## src/rtl/riscv_pkg.sv

```systemverilog
// Shared types and constants for the memory-access stage.
package riscv_pkg;

  localparam int unsigned XLEN = 32;

  localparam logic [1:0] MEM_SIZE_B       = 2'b00;
  localparam logic [1:0] MEM_SIZE_H       = 2'b01;
  localparam logic [1:0] MEM_SIZE_W       = 2'b10;
  localparam logic [1:0] MEM_SIZE_ILLEGAL = 2'b11;

  typedef enum logic [1:0] {
    IDLE,
    REQ,
    RESP
  } mem_state_t;

  // True when an access of this size at this byte offset cannot go to the bus.
  function automatic logic mem_misaligned(input logic [1:0] size, input logic [1:0] addr_lo);
    logic bad;
    bad = 1'b0;
    case (size)
      MEM_SIZE_B:       bad = 1'b0;
      MEM_SIZE_H:       bad = addr_lo[0];
      MEM_SIZE_W:       bad = |addr_lo;
      MEM_SIZE_ILLEGAL: bad = 1'b1;
      default:          bad = 1'b1;
    endcase
    return bad;
  endfunction

endpackage

```

## src/rtl/lsu_align.sv

```systemverilog
// Byte-lane steering for stores and extract/extend for loads.
module lsu_align
  import riscv_pkg::*;
(
  input  logic [1:0]  size,
  input  logic [1:0]  addr_lo,
  input  logic        is_unsigned,
  input  logic [31:0] store_data,
  input  logic [31:0] rdata,
  output logic [31:0] wdata,
  output logic [3:0]  be,
  output logic [31:0] load_data
);

  logic [7:0]  byte_v;
  logic [15:0] half_v;

  // Store lane replication and byte enables.
  always_comb begin
    wdata = store_data;
    be    = 4'b1111;
    case (size)
      MEM_SIZE_B: begin
        wdata = {4{store_data[7:0]}};
        be    = 4'b0001 << addr_lo;
      end
      MEM_SIZE_H: begin
        wdata = {2{store_data[15:0]}};
        be    = addr_lo[1] ? 4'b1100 : 4'b0011;
      end
      default: begin
        wdata = store_data;
        be    = 4'b1111;
      end
    endcase
  end

  // Load lane selection followed by sign or zero extension.
  always_comb begin
    byte_v = rdata[7:0];
    case (addr_lo)
      2'd0:    byte_v = rdata[7:0];
      2'd1:    byte_v = rdata[15:8];
      2'd2:    byte_v = rdata[23:16];
      default: byte_v = rdata[31:24];
    endcase
    half_v = addr_lo[1] ? rdata[31:16] : rdata[15:0];
    case (size)
      MEM_SIZE_B: load_data = is_unsigned ? {24'b0, byte_v} : {{24{byte_v[7]}}, byte_v};
      MEM_SIZE_H: load_data = is_unsigned ? {16'b0, half_v} : {{16{half_v[15]}}, half_v};
      default:    load_data = rdata;
    endcase
  end

endmodule

```

## src/rtl/mem_stage.sv

```systemverilog
// Memory-access stage: issues loads/stores on a req/gnt/rvalid bus and registers writeback.
module mem_stage
  import riscv_pkg::*;
#(
  parameter int unsigned XLEN        = 32,
  parameter int unsigned TIMEOUT_CYC = 255
) (
  input  logic            clk,
  input  logic            rst,
  input  logic            in_valid,
  output logic            in_ready,
  input  logic [4:0]      in_rd_addr,
  input  logic [XLEN-1:0] in_rd_data,
  input  logic            in_rd_wen,
  input  logic            in_mem_req,
  input  logic            in_mem_we,
  input  logic [1:0]      in_mem_size,
  input  logic            in_mem_unsigned,
  input  logic [XLEN-1:0] in_store_data,
  output logic            dmem_req,
  output logic            dmem_we,
  output logic [XLEN-1:0] dmem_addr,
  output logic [XLEN-1:0] dmem_wdata,
  output logic [3:0]      dmem_be,
  input  logic            dmem_gnt,
  input  logic            dmem_rvalid,
  input  logic [XLEN-1:0] dmem_rdata,
  output logic            wb_valid,
  output logic [4:0]      wb_rd_addr,
  output logic [XLEN-1:0] wb_rd_data,
  output logic            wb_rd_wen,
  output logic            misalign_o,
  output logic            bus_err_o
);

  localparam int unsigned CntW = 16;

  mem_state_t state_q, state_d;
  logic [CntW-1:0] cnt_q, cnt_d;

  logic [XLEN-1:0] addr_q, sd_q;
  logic [1:0]      size_q;
  logic            uns_q, we_q, rd_wen_q;
  logic [4:0]      rd_addr_q;

  logic            accept, mis, timeout;
  logic [XLEN-1:0] al_wdata, al_load;
  logic [3:0]      al_be;

  assign accept  = in_valid && (state_q == IDLE);
  assign mis     = mem_misaligned(in_mem_size, in_rd_data[1:0]);
  // A zero TIMEOUT_CYC waits forever.
  assign timeout = (TIMEOUT_CYC != 0) && (cnt_q == CntW'(TIMEOUT_CYC - 1));

  lsu_align u_align (
    .size        (size_q),
    .addr_lo     (addr_q[1:0]),
    .is_unsigned (uns_q),
    .store_data  (sd_q),
    .rdata       (dmem_rdata),
    .wdata       (al_wdata),
    .be          (al_be),
    .load_data   (al_load)
  );

  // State and wait counter registers.
  always_ff @(posedge clk or negedge rst) begin
    if (!rst) begin
      state_q <= IDLE;
      cnt_q   <= '0;
    end else begin
      state_q <= state_d;
      cnt_q   <= cnt_d;
    end
  end

  // Next state; gnt/rvalid take priority over a coincident timeout.
  always_comb begin
    state_d = state_q;
    unique case (state_q)
      IDLE: if (accept && in_mem_req && !mis) state_d = REQ;
      REQ: begin
        if (dmem_gnt)     state_d = we_q ? IDLE : RESP;
        else if (timeout) state_d = IDLE;
      end
      RESP: if (dmem_rvalid || timeout) state_d = IDLE;
      default: state_d = IDLE;
    endcase
    // Counter restarts on every entry to a waiting state.
    cnt_d = (state_d == IDLE || state_d != state_q) ? '0 : cnt_q + 1'b1;
  end

  // Bus and handshake outputs, zeroed outside REQ.
  always_comb begin
    in_ready   = (state_q == IDLE);
    dmem_req   = (state_q == REQ);
    dmem_we    = dmem_req && we_q;
    dmem_addr  = dmem_req ? {addr_q[XLEN-1:2], 2'b00} : '0;
    dmem_wdata = dmem_req ? al_wdata : '0;
    dmem_be    = dmem_req ? al_be : 4'b0000;
  end

  // Operand latch for an accepted, aligned memory op.
  always_ff @(posedge clk or negedge rst) begin
    if (!rst) begin
      addr_q    <= '0;
      sd_q      <= '0;
      size_q    <= MEM_SIZE_B;
      uns_q     <= 1'b0;
      we_q      <= 1'b0;
      rd_addr_q <= '0;
      rd_wen_q  <= 1'b0;
    end else if (accept && in_mem_req && !mis) begin
      addr_q    <= in_rd_data;
      sd_q      <= in_store_data;
      size_q    <= in_mem_size;
      uns_q     <= in_mem_unsigned;
      we_q      <= in_mem_we;
      rd_addr_q <= in_rd_addr;
      rd_wen_q  <= in_rd_wen;
    end
  end

  // Writeback registers; payload only changes when an instruction retires.
  always_ff @(posedge clk or negedge rst) begin
    if (!rst) begin
      wb_valid   <= 1'b0;
      wb_rd_addr <= '0;
      wb_rd_data <= '0;
      wb_rd_wen  <= 1'b0;
      misalign_o <= 1'b0;
      bus_err_o  <= 1'b0;
    end else begin
      wb_valid   <= 1'b0;
      misalign_o <= 1'b0;
      bus_err_o  <= 1'b0;
      unique case (state_q)
        IDLE: begin
          if (accept && (!in_mem_req || mis)) begin
            wb_valid   <= 1'b1;
            wb_rd_addr <= in_rd_addr;
            wb_rd_data <= in_rd_data;
            wb_rd_wen  <= !in_mem_req && in_rd_wen && (in_rd_addr != 5'd0);
            misalign_o <= in_mem_req;
          end
        end
        REQ: begin
          if ((dmem_gnt && we_q) || (!dmem_gnt && timeout)) begin
            wb_valid   <= 1'b1;
            wb_rd_addr <= rd_addr_q;
            wb_rd_wen  <= 1'b0;
            bus_err_o  <= !dmem_gnt;
          end
        end
        RESP: begin
          if (dmem_rvalid) begin
            wb_valid   <= 1'b1;
            wb_rd_addr <= rd_addr_q;
            wb_rd_data <= al_load;
            wb_rd_wen  <= rd_wen_q && (rd_addr_q != 5'd0);
          end else if (timeout) begin
            wb_valid   <= 1'b1;
            wb_rd_addr <= rd_addr_q;
            wb_rd_wen  <= 1'b0;
            bus_err_o  <= 1'b1;
          end
        end
        default: ;
      endcase
    end
  end

endmodule

```

## config.mk

```make
export PLATFORM = sky130hd
export DESIGN_NAME = mem_stage
export DESIGN_NICKNAME = d
export VERILOG_FILES = /design/src/rtl/riscv_pkg.sv /design/src/rtl/lsu_align.sv /design/src/rtl/mem_stage.sv
export SDC_FILE = /design/constraint.sdc
export NUM_CORES = 1
export LEC_CHECK = 0
export CORE_UTILIZATION = 51
export DETAILED_ROUTE_END_ITERATION = 16
export GPL_ROUTABILITY_DRIVEN = 0
export HOLD_SLACK_MARGIN = 0.1
export PLACE_DENSITY = 0.95
export SYNTH_ARGS = -nofsm -noshare
export SYNTH_HDL_FRONTEND = slang
export SYNTH_SLANG_ARGS = --single-unit
```

## constraint.sdc

```tcl
create_clock -name clk -period 3.9 [get_ports clk]
set_clock_uncertainty 0.15 [all_clocks]
set_input_delay 0.78 -clock clk [delete_from_list [all_inputs] [get_ports clk]]
set_output_delay 0.78 -clock clk [all_outputs]
set_load 0.02 [all_outputs]
```

# Yosys cells after proc, flatten, opt, wreduce, memory -nomap -nowiden
# Cells that the tools add are included.
[word_totals]
elab_cells = 102
ff_bits = 133
out_inout_bits = 112
in_bits = 112
[op_classes]
eq_ne = 14
mux = 42
n_reduce_logical = 29
shifts = 1
add_sub_neg = 1
[op_table]
columns = ["cell", "n"]
rows = [
  ["2-to-1 mux 32 bit", 6],
  ["case mux 32 bit (2 select lines)", 3],
  ["2-to-1 mux 16 bit", 2],
  ["case mux 8 bit (3 select lines)", 1],
  ["2-to-1 mux 5 bit", 4],
  ["adder 16 x 1 -> 16 bit, second input constant", 1],
  ["equality test 16 x 8 -> 1 bit, second input constant", 1],
  ["case mux 5 bit (3 select lines)", 1],
  ["2-to-1 mux 1 bit", 12],
  ["logical AND 1 bit", 10],
  ["logical NOT 2 bit", 5],
  ["2-to-1 mux 2 bit", 5],
  ["nonzero test 5 bit", 2],
  ["equality test 2 x 1 -> 1 bit, second input constant", 4],
  ["equality test 2 bit, second input constant", 4],
  ["2-to-1 mux 4 bit", 2],
  ["case mux 4 bit (2 select lines)", 1],
  ["case mux 1 bit (3 select lines)", 2],
  ["case mux 2 bit (3 select lines)", 1],
  ["logical OR 1 bit", 4],
  ["inequality test 2 x 1 -> 1 bit, second input constant", 2],
  ["case mux 1 bit (4 select lines)", 1],
  ["AND reduction 4 bit", 1],
  ["left shift 1 x 2 -> 4 bit, first input constant", 1],
  ["9 further kinds", 11],
]

# Depth between registers and ports, before layout
[logic_depth]
depth_word = 9
depth_mapped = 10
ltp_nobuf = 8

# By module
# Synthesis repeated with hierarchy kept, for this count alone.
[hier_totals]
cells_unflattened = 687
area_unflattened_um2 = 7295.7
[modules_own_cells]
columns = ["module", "n_inst", "area_each_um2", "cells_per_inst"]
rows = [
  ["mem_stage", 1, 6112.1, 517],
  ["lsu_align", 1, 1183.6, 170],
]

# Least setup slack after synthesis
# OpenSTA, ideal clock, no wires.
[synth_timing]
path_type = "register -> output"
startpoint = "register size_q[1]"
endpoint = "output port dmem_wdata[16]"
required_time_ns = 2.970
n_path_buf = 3
t_arrival_ns = 1.729
stages_incl_launch_ff = 6
setup_slack_ns = 1.241
path_cell_list = "dfrtp_1 > clkbuf_1 > buf_1 > buf_1 > mux2i_1 > nor2_1"
[synth_between]
elab_chain_cells = 3
[synth_rtl]
columns = ["element", "line", "rtl"]
rows = [
  ["start: declaration", "mem_stage.sv:42", "logic [1:0] size_q;"],
  ["start signal: assignment", "mem_stage.sv:116", "size_q <= in_mem_size;"],
  ["equality test 2 x 1 -> 1 bit or logical NOT 2 bit (tied branches)", "lsu_align.sv:22", "case (size)"],
  ["case mux 32 bit (2 select lines) (*)", "lsu_align.sv:22", ""],
  ["2-to-1 mux 32 bit (*)", "mem_stage.sv:99", "dmem_wdata = dmem_req ? al_wdata : '0;"],
  ["end: declaration", "mem_stage.sv:23", "output logic [XLEN-1:0] dmem_wdata,"],
]
# Every way passes the cells marked *; elsewhere a longest branch is shown, timed or not.

# Worst setup path in the final report
[layout_timing]
startpoint = "register size_q[0]"
endpoint = "output port dmem_be[0]"
[layout_between]
elab_chain_cells = 3
[layout_rtl]
columns = ["element", "line", "rtl"]
rows = [
  ["equality test 2 x 1 -> 1 bit or logical NOT 2 bit (tied branches)", "lsu_align.sv:22", ""],
  ["case mux 4 bit (2 select lines) (*)", "lsu_align.sv:22", ""],
  ["2-to-1 mux 4 bit (*)", "mem_stage.sv:100", "dmem_be = dmem_req ? al_be : 4'b0000;"],
  ["end: declaration", "mem_stage.sv:24", "output logic [3:0] dmem_be,"],
]
# Marked as above.

==> impl_metrics.toml <==
[critical_path]
path_class = "register to primary output"
path_max_fanout = 13
cp.arrival_ps = 2610
cp_cell_sequence = "nor2b_1 > o21ai_1 > and2_1 > clkdlybuf4s50_1"
path_buf_inv = 1
crit_path_start_kind = "register"
critical_path.top_delay_family = "flip-flops"
slowest_delay_ps = 650
cp.required_ps = 2970
worst_setup_path_end_kind = "primary output"
slowest_stage = "dfrtp_1"

[routing]
via_per_inst = 5.772
wirelength_um = 21070
wl_per_cell_um = 19.55
drtPass1Iterations = 8
drt_iter0_markers = 473
drcViolationCount = 0
antenna_left = 0
vias = 6222

[logic_synthesis]
syn_area_per_cell_um2 = 10.23
syn_inst = 683
ys_top_cells_by_count = "dfrtp_1, mux2_2, nor2_1"
ys_top_cells_by_area = "dfrtp_1, mux2_2, nor2_1"
synth_warnings = 0
ys_types = 51
synth_area_um2 = 6990
yosys_register_bits = 133
synthFlopType = "dfrtp_1"
synth_edf_count = 0
yosysTopAreaCell = "dfrtp_1"
async_flop_share = 1.000
synth_top_area_share = 0.4761
ys_seq_area_frac = 0.4761
post-synth-top-count-cell = "dfrtp_1"

[timing]
hold_viol = 0
maxSlewHeadroom = 0.3320
slew_violations = 0
post-route-period-util = 0.9072
period_minus_slack_ps = 3538
setup_violations = 0
worst_pin_slew_ps = 1001
tns_ps = 0
rsz0062_at_grt = "no"
fmax_ghz = 0.2826

[placement]
place_area_um2 = 9353
place.port_buffers = 221
hpwlAfterDp_um = 15190

[global_route]
grt_use_total = 0.3072
grt_pass1_wl_um = 33060
grt_max_degree = 87
antenna_found_initial = 0
gr-total-overflow = 0
grt_pass1_vias = 6332

[die]
initial_utilization = 0.5258
die_x_um = 119.1
die_area_um2 = 14180
num_rows = 42
die_y_um = 119.1
io_pins = 224
core_um2 = 13300

[clock_network]
cts_hold_buf = 0
post_cts_buffers = 0
clockRootBuffer = "clkbuf_16"
cts_resized = 0
cts_max_level = 4
cts_buffers = 17
clock_sinks = 133
clk_pin_slew_ps = 50
clk_latency_ps = 420
cts_max_path_buffers = 2
cts_tree = "done"

[worst_hold_path]
hold_class = "input port to asynchronous set/reset pin"

[outcome]
outcome = "completed"

[power_and_ir_drop]
ir_drop_v = 0.0005167
p_per_area_nw_per_um2 = 787.1
leakagePower_nw = 4.166
power_w = 0.007792

[final_layout]
nFillCells = 907
layout-drive-gt1-share = 0.1608
nets = 1008
design_area_um2 = 9901
n_antenna_cell = 0
area.growth.synth_to_final_pct = 41.63

[run]
maxCapViolations = 0
worst register-to-register path: stages, from the launching register on:
cell,delay [ps]
dfrtp_1,450
inv_1,150
ha_2,500
o21ai_0,220
nor2_2,790
and3_1,660
a211oi_1,180
state kept, by name, summed over array words and instances, names as in the netlist:
register    count
addr_q         32
sd_q           32
wb_rd_data     32
cnt_q          16
rd_addr_q       5
wb_rd_addr      5
size_q          2
state_q         2
bus_err_o       1
misalign_o      1
rd_wen_q        1
uns_q           1
wb_rd_wen       1
wb_valid        1
we_q            1
metal layers:
| layer | global-route usage | wire, um | share of wire |
|---|---|---|---|
| met1 | 0.3568 | 8016 | 0.38 |
| met3 | 0.06897 | 1570 | 0.075 |
| met5 | 0 | 0 | 0 |
| met4 | 0.1812 | 1015 | 0.048 |
| met2 | 0.5193 | 10470 | 0.50 |
kinds of logic (layout without fill, tap and decap cells):
| logic type | Yosys count | in the layout | share of synthesized area |
|---|---|---|---|
| and+or+nand+nor | 242 | 242 | 0.1722 |
| xor gates and xnor gates | 14 | 14 | 0.01754 |
| AOI/OAI and AO/OA | 114 | 114 | 0.1115 |
| muxes | 110 | 110 | 0.1747 |
| adders and majority gates | 6 | 6 | 0.01074 |
| other | 1 | 2 | 0.0005364 |
| DFF | 133 | 133 | 0.4761 |
| buffers and inverters | 63 | 281 | 0.03669 |
area by class of cell:
cell class / count / area [um2] / area share
clock buffer: 27 / 503.0 / 0.05080
clock inverter: 4 / 45.04 / 0.004549
timing repair buffer: 234 / 2311 / 0.2334
multi-input combinational: 488 / 3432 / 0.3466
sequential: 133 / 3329 / 0.3363
tap: 176 / 220.2 / 0.02224
inverter: 16 / 60.06 / 0.006066
stage by stage:
stage / setup slack [ps] / hold WS (ps) / util / cells
2_1_floorplan: 1241 / 318.6 / - / 684
3_3_place_gp: 292.5 / 309.4 / 0.7035 / 1047
3_5_place_dp: 186.7 / 319.1 / 0.7035 / 1047
4_1_cts: 403.7 / 296.0 / 0.7447 / 1078
5_1_grt: 244.0 / 340.0 / 0.7447 / 1078
6_report: 362.0 / 265.5 / 0.7447 / 1078
layout by cell type, fill, tap and decap left out, types with 3 or more instances in the layout:
cell,instances
clkbuf_16,17
and2_1,41
nor2b_1,4
mux2i_1,23
clkbuf_1,6
and3_1,7
a21oi_1,22
a221oi_1,15
nor2_1,77
nand2b_1,7
dfrtp_1,132
xor2_1,11
xnor2_1,3
mux2_2,86
clkdlybuf4s50_1,220
clkinv_2,3
inv_1,15
nand3_1,6
nand2_1,57
a21o_1,9
a211oi_1,24
nor2_2,3
a31oi_1,3
clkbuf_8,4
o21ai_0,29
buf_4,13
or4_1,4
nor3_1,18
nand4_1,6
ha_1,5
worst paths after layout:
path / from / endpoint / slack [ps] / cells past startpoint
max: size_q[0] / dmem_be[0] / 360 / 4
min: rst / addr_q[16] / 270 / 1
max reg2reg: state_q[0] / wb_rd_data[26] / 640 / 6
min reg2reg: wb_rd_data[7] / wb_rd_data[7] / 330 / 1
max in group asynchronous: rst / sd_q[14] / 2440 / 2
min in group clk: wb_rd_data[7] / wb_rd_data[7] / 330 / 1
power by group:
part / total [W] / switching (W) / internal [W]
Combinational: 0.00386 / 0.00203 / 0.00183
Sequential: 0.00245 / 0.000462 / 0.00199
Clock: 0.00149 / 0.000550 / 0.000937
Total: 0.00779 / 0.00304 / 0.00475
Note: power is estimated with default switching activity, not from simulation.
